`src/rtl/status_flag_unit_if.sv`:
```
// Pipeline-side signal bundle for status_flag_unit: EXE flag write, ID condition query,
// exception save/restore requests, and the flag/status outputs.
interface status_flag_unit_if #(
  parameter int CNT_W = 16
);
  logic             freeze;
  logic             exe_valid;
  logic             exe_s;
  logic [3:0]       alu_nzcv;
  logic             id_valid;
  logic [3:0]       id_cond;
  logic             save_req;
  logic             restore_req;
  logic [3:0]       sr;
  logic [3:0]       cond_nzcv;
  logic             flag_hazard;
  logic             shadow_valid;
  logic [CNT_W-1:0] flag_writes;

  modport master (
    output freeze, exe_valid, exe_s, alu_nzcv, id_valid, id_cond, save_req, restore_req,
    input  sr, cond_nzcv, flag_hazard, shadow_valid, flag_writes
  );

  modport slave (
    input  freeze, exe_valid, exe_s, alu_nzcv, id_valid, id_cond, save_req, restore_req,
    output sr, cond_nzcv, flag_hazard, shadow_valid, flag_writes
  );
endinterface

```
`src/rtl/status_flag_unit.sv`:
```
// NZCV status register with one-entry exception shadow and flag RAW hazard detection.
// Define STATUS_FLAG_FWD_EN to bypass same-cycle flag updates to the condition checker instead.
module status_flag_unit #(
  parameter int CNT_W = 16
) (
  input  logic               clk,
  input  logic               rst,
  status_flag_unit_if.slave  bus
);
  logic [3:0]       r_sr;
  logic [3:0]       r_shadow;
  logic             r_shadow_valid;
  logic [CNT_W-1:0] r_flag_writes;

  logic             w_wr;
  logic [3:0]       w_nxt;
  logic             w_restore;
  logic             w_swap;

  always_comb begin
    w_wr      = bus.exe_valid & bus.exe_s;
    w_nxt     = w_wr ? bus.alu_nzcv : r_sr;
    w_restore = bus.restore_req & r_shadow_valid;
    w_swap    = w_restore & bus.save_req;
  end

  always_ff @(posedge clk) begin
    if (rst) begin
      r_sr           <= '0;
      r_shadow       <= '0;
      r_shadow_valid <= 1'b0;
      r_flag_writes  <= '0;
    end else if (!bus.freeze) begin
      if (w_swap) begin
        r_sr     <= r_shadow;
        r_shadow <= w_nxt;
      end else if (w_restore) begin
        r_sr           <= r_shadow;
        r_shadow_valid <= 1'b0;
      end else begin
        // A save still commits nxt to sr; only the shadow copy is added.
        r_sr <= w_nxt;
        if (bus.save_req) begin
          r_shadow       <= w_nxt;
          r_shadow_valid <= 1'b1;
        end
      end
      // Any valid restore (including swap) discards the ALU value from the count.
      if (w_wr && !w_restore) begin
        r_flag_writes <= r_flag_writes + CNT_W'(1);
      end
    end
  end

  assign bus.sr           = r_sr;
  assign bus.shadow_valid = r_shadow_valid;
  assign bus.flag_writes  = r_flag_writes;

`ifdef STATUS_FLAG_FWD_EN
  assign bus.cond_nzcv   = w_restore ? r_shadow : w_nxt;
  assign bus.flag_hazard = 1'b0;
`else
  logic w_uses_flags;

  always_comb begin
    w_uses_flags = bus.id_valid & (bus.id_cond != 4'd14) & (bus.id_cond != 4'd15);
  end

  assign bus.cond_nzcv   = r_sr;
  assign bus.flag_hazard = w_uses_flags & (w_wr | w_restore) & ~rst;
`endif
endmodule
```
`src/flat_wrapper.sv`:
```
// flat-port wrapper written by rule: the top's interface ports become plain ports
module status_flag_unit_flat 
#(
  parameter int CNT_W = 16
)
  (clk, rst, bus_freeze, bus_exe_valid, bus_exe_s, bus_alu_nzcv, bus_id_valid, bus_id_cond, bus_save_req, bus_restore_req, bus_sr, bus_cond_nzcv, bus_flag_hazard, bus_shadow_valid, bus_flag_writes);
  status_flag_unit_if #(.CNT_W(CNT_W)) bus_i ();
  input  logic clk;
  input  logic rst;
  input wire logic [$bits(bus_i.freeze)-1:0] bus_freeze;
  input wire logic [$bits(bus_i.exe_valid)-1:0] bus_exe_valid;
  input wire logic [$bits(bus_i.exe_s)-1:0] bus_exe_s;
  input wire logic [$bits(bus_i.alu_nzcv)-1:0] bus_alu_nzcv;
  input wire logic [$bits(bus_i.id_valid)-1:0] bus_id_valid;
  input wire logic [$bits(bus_i.id_cond)-1:0] bus_id_cond;
  input wire logic [$bits(bus_i.save_req)-1:0] bus_save_req;
  input wire logic [$bits(bus_i.restore_req)-1:0] bus_restore_req;
  output wire logic [$bits(bus_i.sr)-1:0] bus_sr;
  output wire logic [$bits(bus_i.cond_nzcv)-1:0] bus_cond_nzcv;
  output wire logic [$bits(bus_i.flag_hazard)-1:0] bus_flag_hazard;
  output wire logic [$bits(bus_i.shadow_valid)-1:0] bus_shadow_valid;
  output wire logic [$bits(bus_i.flag_writes)-1:0] bus_flag_writes;
  assign bus_i.freeze = bus_freeze;
  assign bus_i.exe_valid = bus_exe_valid;
  assign bus_i.exe_s = bus_exe_s;
  assign bus_i.alu_nzcv = bus_alu_nzcv;
  assign bus_i.id_valid = bus_id_valid;
  assign bus_i.id_cond = bus_id_cond;
  assign bus_i.save_req = bus_save_req;
  assign bus_i.restore_req = bus_restore_req;
  assign bus_sr = bus_i.sr;
  assign bus_cond_nzcv = bus_i.cond_nzcv;
  assign bus_flag_hazard = bus_i.flag_hazard;
  assign bus_shadow_valid = bus_i.shadow_valid;
  assign bus_flag_writes = bus_i.flag_writes;
  status_flag_unit #(.CNT_W(CNT_W)) u_core (.clk(clk), .rst(rst), .bus(bus_i));
endmodule
```
`config.mk`:
```
export PLATFORM = sky130hd
export DESIGN_NAME = status_flag_unit_flat
export DESIGN_NICKNAME = d
export VERILOG_FILES = /design/src/rtl/status_flag_unit_if.sv /design/src/rtl/status_flag_unit.sv /design/src/flat_wrapper.sv
export SDC_FILE = /design/constraint.sdc
export NUM_CORES = 1
export LEC_CHECK = 0
export CAP_MARGIN = 40
export CORE_MARGIN = 2
export CORE_UTILIZATION = 32
export CTS_BUF_LIST = sky130_fd_sc_hd__clkbuf_4 sky130_fd_sc_hd__clkbuf_8
export DETAILED_ROUTE_END_ITERATION = 7
export MAX_ROUTING_LAYER = met4
export SLEW_MARGIN = 20
export SYNTH_ARGS = -nofsm -noshare
export SYNTH_HDL_FRONTEND = slang
export SYNTH_SLANG_ARGS = --single-unit
```
`constraint.sdc`:
```
create_clock -name clk -period 3.7 [get_ports clk]
set_input_delay 0.37 -clock clk [delete_from_list [all_inputs] [get_ports clk]]
set_output_delay 0.37 -clock clk [all_outputs]
set_load 0.005 [all_outputs]
```
Word level (Yosys, flattened, before mapping)
Cells that the tools add are included.
{"block": "totals", "wordCells": 34, "inputBits": 16, "register_bits": 25}
{"block": "classes", "mux": 8, "bitwise_logic": 11, "n_eq_ne": 3, "add_sub_neg": 1, "reduce_logical": 7}
{"operator": "4-bit two-way mux", "n": 6}
{"operator": "16-bit by 1-bit adder with 16-bit output (second input constant)", "n": 1}
{"operator": "4-bit inequality test (second input constant)", "n": 2}
{"operator": "1-bit bitwise AND", "n": 7}
{"operator": "3-bit AND reduction", "n": 2}
{"operator": "2-bit nonzero test", "n": 2}
{"operator": "1-bit inverter", "n": 3}
{"operator": "1-bit two-way mux", "n": 2}
{"operator": "2-bit inequality test (second input constant)", "n": 1}
{"operator": "2-bit AND reduction", "n": 1}
{"operator": "1-bit logical AND", "n": 1}
{"operator": "1-bit zero test", "n": 1}
{"operator": "1-bit OR", "n": 1}

Depth between registers and ports, before layout
{"block": "logic_depth", "ltp_word": 5, "depth_mapped": 7, "depth_no_buf": 7}

Worst setup path after synthesis
OpenSTA, ideal clock, no wires.
{"block": "synth_path", "kind": "input to register", "startpoint": "input port bus_restore_req", "endpoint": "register u_core.r_sr[0] (netlist: u_core.bus.cond_nzcv[0])", "setup_time_ns": 0.070, "arrival_ns": 1.528, "path_slack_ns": 2.102, "stages": 7, "n_path_buf": 0, "path_cell_list": "nand2_4 -> inv_1 -> ha_1 -> a21oi_1 -> nor2_1 -> a211o_1 -> a21oi_1"}
{"block": "synth_via", "elab_chain_cells": 3, "elab_cells_between_ends": 4}
{"item": "start: declaration", "line": "flat_wrapper.sv:17", "rtl": "input wire logic [$bits(bus_i.restore_req)-1:0] bus_restore_req;"}
{"item": "1-bit bitwise AND (*)", "line": "status_flag_unit.sv:23", "rtl": "w_restore = bus.restore_req & r_shadow_valid;"}
{"item": "4-bit two-way mux / 1-bit bitwise AND (equally long branches)", "line": "status_flag_unit.sv:37, status_flag_unit.sv:24"}
{"item": "4-bit two-way mux (*)", "line": "status_flag_unit.sv:34", "rtl": "if (w_swap) begin"}
{"item": "end signal: assignment", "line": "status_flag_unit.sv:35", "rtl": "r_sr <= r_shadow;"}
{"item": "end signal: assignment", "line": "status_flag_unit.sv:38", "rtl": "r_sr <= r_shadow;"}
{"item": "end signal: assignment", "line": "status_flag_unit.sv:42", "rtl": "r_sr <= w_nxt;"}
{"item": "end: declaration", "line": "status_flag_unit.sv:10", "rtl": "logic [3:0] r_sr;"}
Mark *: on every way between the ends. The rest lies on a longest branch, timed or not.
A chain may end at the register's enable or synchronous reset.

Worst setup path after layout
{"block": "layout_path", "startpoint": "input port bus_exe_valid", "endpoint": "output port bus_flag_hazard"}
{"block": "layout_via", "elab_chain_cells": 4}
{"item": "start: declaration", "line": "flat_wrapper.sv:11", "rtl": "input wire logic [$bits(bus_i.exe_valid)-1:0] bus_exe_valid;"}
{"item": "1-bit bitwise AND", "line": "status_flag_unit.sv:21", "rtl": "w_wr = bus.exe_valid & bus.exe_s;"}
{"item": "1-bit OR", "line": "status_flag_unit.sv:70", "rtl": "assign bus.flag_hazard = w_uses_flags & (w_wr | w_restore) & ~rst;"}
{"item": "1-bit bitwise AND (2 in series)", "line": "status_flag_unit.sv:70"}
{"item": "end: declaration", "line": "flat_wrapper.sv:20", "rtl": "output wire logic [$bits(bus_i.flag_hazard)-1:0] bus_flag_hazard;"}
Every way passes these cells.

==> impl_results.md <==
* Worst endpoint data arrival time at 2210 ps
* Critical path's slowest cell: sky130_fd_sc_hd__clkdlybuf4s50_1
* WL final at between 2 and 3 mm
* Die span in y at 66.3 µm
* Number of warning messages in the yosys log at 0
* Max Buffers Root-to-Sink at 2
* Last weighted congestion value of the routability-driven placer at about 0.71
* TritonCTS clock tree: built
* Post-Route Hold Slack at just under 500 ps
* Reg clk slew, reported paths at 80 ps
* DR iter-0 viols at 55
* Outcome: complete, no violations
* Cell with the most instances on the worst path: sky130_fd_sc_hd__clkdlybuf4s50_1
* Number of inserted diodes at 0
* Sum Neg Setup Slack at 0 ps
* Via density at 5.06
* Initial antenna violation count at 0
* Bufs and invs on worst path at 2
* Final Max Tran Viols at 0
* Gate Count Post-Synth at between 100 and 150
* Setup crit start kind: input pin
* Post-detail-place hpwl at 2.02 mm
* DP Area at 0.00165 mm²
* Synth Register Bits at 25
* Rel. slew slack at 0.532
* Area share of the leading cell type in the synthesized netlist at 0.403
* Core Region at around 0.0037 mm²
* Via count of the routed design at about 1100
* Layout overhead on the synthesized area at 36.6%
* Flip-flop cell with the highest count after synthesis: sky130_fd_sc_hd__dfxtp_1
* Row count at 22
* Worst Clk Skew at 2.25 ps
* Total congestion overflow at 0
* Setup Fix Bufs, Post-CTS at 0
* DRT antenna net count at 0
* Power per cell area at approximately 310 mW/mm²
* Max cap viols at 0
* Slew @ Worst Pin at 703 ps
* Post-synth cell types at 32
* Worst IR Drop VDD at 0.000139 V
* Post-route cell area at 0.00170 mm²
* Nets at 196
* Async set or reset register ratio after synthesis at 0
* Utilization after layout at 0.460
* Wire length of the first global-routing pass at 4.77 mm
* Multi-input logic area at 671 µm²
* Clock period minus worst slack at 2580 ps
* Share of the clock period used by the worst path at 0.696
* Pre-CTS setup slack at roughly 1100 ps
* Placed cells at between 200 and 250
* Hold Vio Cnt, Final at 0
* Average size of a mapped cell at 8.74 µm²
* Critical path type: input pin to output pin
* Most numerous cell types in the synthesized netlist: 25 x sky130_fd_sc_hd__dfxtp_1, 16 x sky130_fd_sc_hd__nor2_1, 14 x sky130_fd_sc_hd__a21oi_1, 10 x sky130_fd_sc_hd__o21ai_0
* Post-Syn Nets at 160
* Required time of the critical path at 3330 ps
* Peak per-stage delay on the critical path at about 540 ps
* Clock Latency Late Sink at 260 ps
* Cell accounting for the most synthesized area: sky130_fd_sc_hd__dfxtp_1
* Leading cell types by total area after synthesis: sky130_fd_sc_hd__dfxtp_1 40%, sky130_fd_sc_hd__a21oi_1 5.6%, sky130_fd_sc_hd__nor2_1 4.8%
* GRT Resource Usage Total at 0.143
* Cell type group with the largest total delay on the critical path: buffers and inverters
* Netlist Area Pre-Place at about 0.0012 mm²
* Worst reg2reg startpoint: u_core.bus.shadow_valid
* Largest net degree at the start of global routing at 27
* Cells along the critical path: clkdlybuf4s50_1 > and2_1 > o21ai_0 > nor3b_1 > clkdlybuf4s50_1
* Initial core utilization at 0.336
* Unrepaired setup endpoints after global routing: false
* Worst setup path startpoint: bus_exe_valid
* Fin cells at 225
* HP Class: register to register
* Number of gates resized after CTS at 0
* Total power of the final layout at 520 µW
* Via count of the first global-routing pass at 1090
* Chip Width at 66.3 µm
* Drc violations at 0
* Die ar. at around 0.0044 mm²
* Post-CTS Hold Fix Bufs at 0
* Post-DR wirelength/cell at 12.3 µm
* Setup-violating endpoint count in the final report at 0
* Number of buffers created by CTS at 3
* Footprint of the flip-flops and latches at 500 µm²
* Number of clock sinks at 25
* Static leakage at roughly 0.57 nW
* Highest net fanout along the worst path at 9
* Post-synthesis sequential area ratio at 0.403
* Detailed-router iteration count before antenna repair at 4
* Count of input and output buffers at 40
* Library cell used as clock root buffer: sky130_fd_sc_hd__clkbuf_8
* Beginning of the worst hold path: u_core.bus.flag_writes[15]
* Highest attainable clock frequency at 388 MHz
* Library cell with the highest instance count after synthesis: sky130_fd_sc_hd__dfxtp_1
* Share of layout cells above drive strength 1 at 0.0565
* Number of inserted filler cells in the final layout at 379
* Number of enable flip-flop cells after synthesis at 0
* Top-level I/O count at 42
* Fin worst setup slack at 1120 ps
* Max H-tree Level at 1
* Endpoint class of the critical path: output pin
-- layout by cell type (no fill, tap or decap), types with 3 or more instances in the layout --
master                             n
sky130_fd_sc_hd__a211o_1           4
sky130_fd_sc_hd__a211oi_1          5
sky130_fd_sc_hd__a21oi_1          14
sky130_fd_sc_hd__clkbuf_8          3
sky130_fd_sc_hd__clkdlybuf4s50_1  40
sky130_fd_sc_hd__dfxtp_1          25
sky130_fd_sc_hd__mux2i_1           5
sky130_fd_sc_hd__nand2_1           9
sky130_fd_sc_hd__nand3_1           4
sky130_fd_sc_hd__nand4_1           4
sky130_fd_sc_hd__nor2_1           16
sky130_fd_sc_hd__o21ai_0          10
sky130_fd_sc_hd__or3_1             9
sky130_fd_sc_hd__xnor2_1           4
-- layer usage --
layer | global-route usage | routed length, µm | vias up
li1 | - | - | 577
met1 | 0.167 | 1260 | 534
met2 | 0.250 | 1400 | 24
met3 | 0.0153 | 80 | 4
met4 | 0.0536 | 30 | 0
met5 | - | 0 | -
-- cell families after synthesis --
group | share of synthesized area
AO/OA/AOI/OAI | 0.155
XOR/XNOR | 0.0423
adder cells (fa/ha/maj) | 0.0202
buffers and inverters | 0.0564
flip-flops | 0.403
multiplexers | 0.0403
AND/OR/NAND/NOR | 0.282
-- sequential cells by signal (all words and copies together) (netlist names) --
name	count
u_core.bus.cond_nzcv	4
u_core.bus.flag_writes	16
u_core.bus.shadow_valid	1
u_core.r_shadow	4
-- path summary, 6_finish.rpt --
| kind | slack (ps) | cells after the start | end |
|---|---|---|---|
| setup / recovery | 1120 | 5 | bus_flag_hazard |
| setup reg to reg | 1770 | 7 | u_core.bus.cond_nzcv[3] |
| hold reg to reg | 500 | 2 | u_core.bus.flag_writes[15] |
| hold / removal | 500 | 2 | u_core.bus.flag_writes[15] |
-- tightest hold or removal path, cell delays in order (launching register included) --
cell                      delay [ps]
sky130_fd_sc_hd__dfxtp_1         320
sky130_fd_sc_hd__o21ai_0          70
sky130_fd_sc_hd__a21oi_1          60
-- final cells by class --
class	count	share of cell area
multi-input combinational	105	0.396
sequential	25	0.295
timing repair buffer	41	0.241
tap	48	0.0354
clock buffer	4	0.0288
inverter	2	0.00443
-- power by group --
| group | total (mW) | switching [mW] | internal (mW) |
|---|---|---|---|
| clock | 0.166 | 0.0820 | 0.0842 |
| combinational | 0.0703 | 0.0301 | 0.0402 |
| sequential | 0.283 | 0.00676 | 0.276 |
| total | 0.520 | 0.119 | 0.401 |
Note: power is estimated with default switching activity, not from simulation.
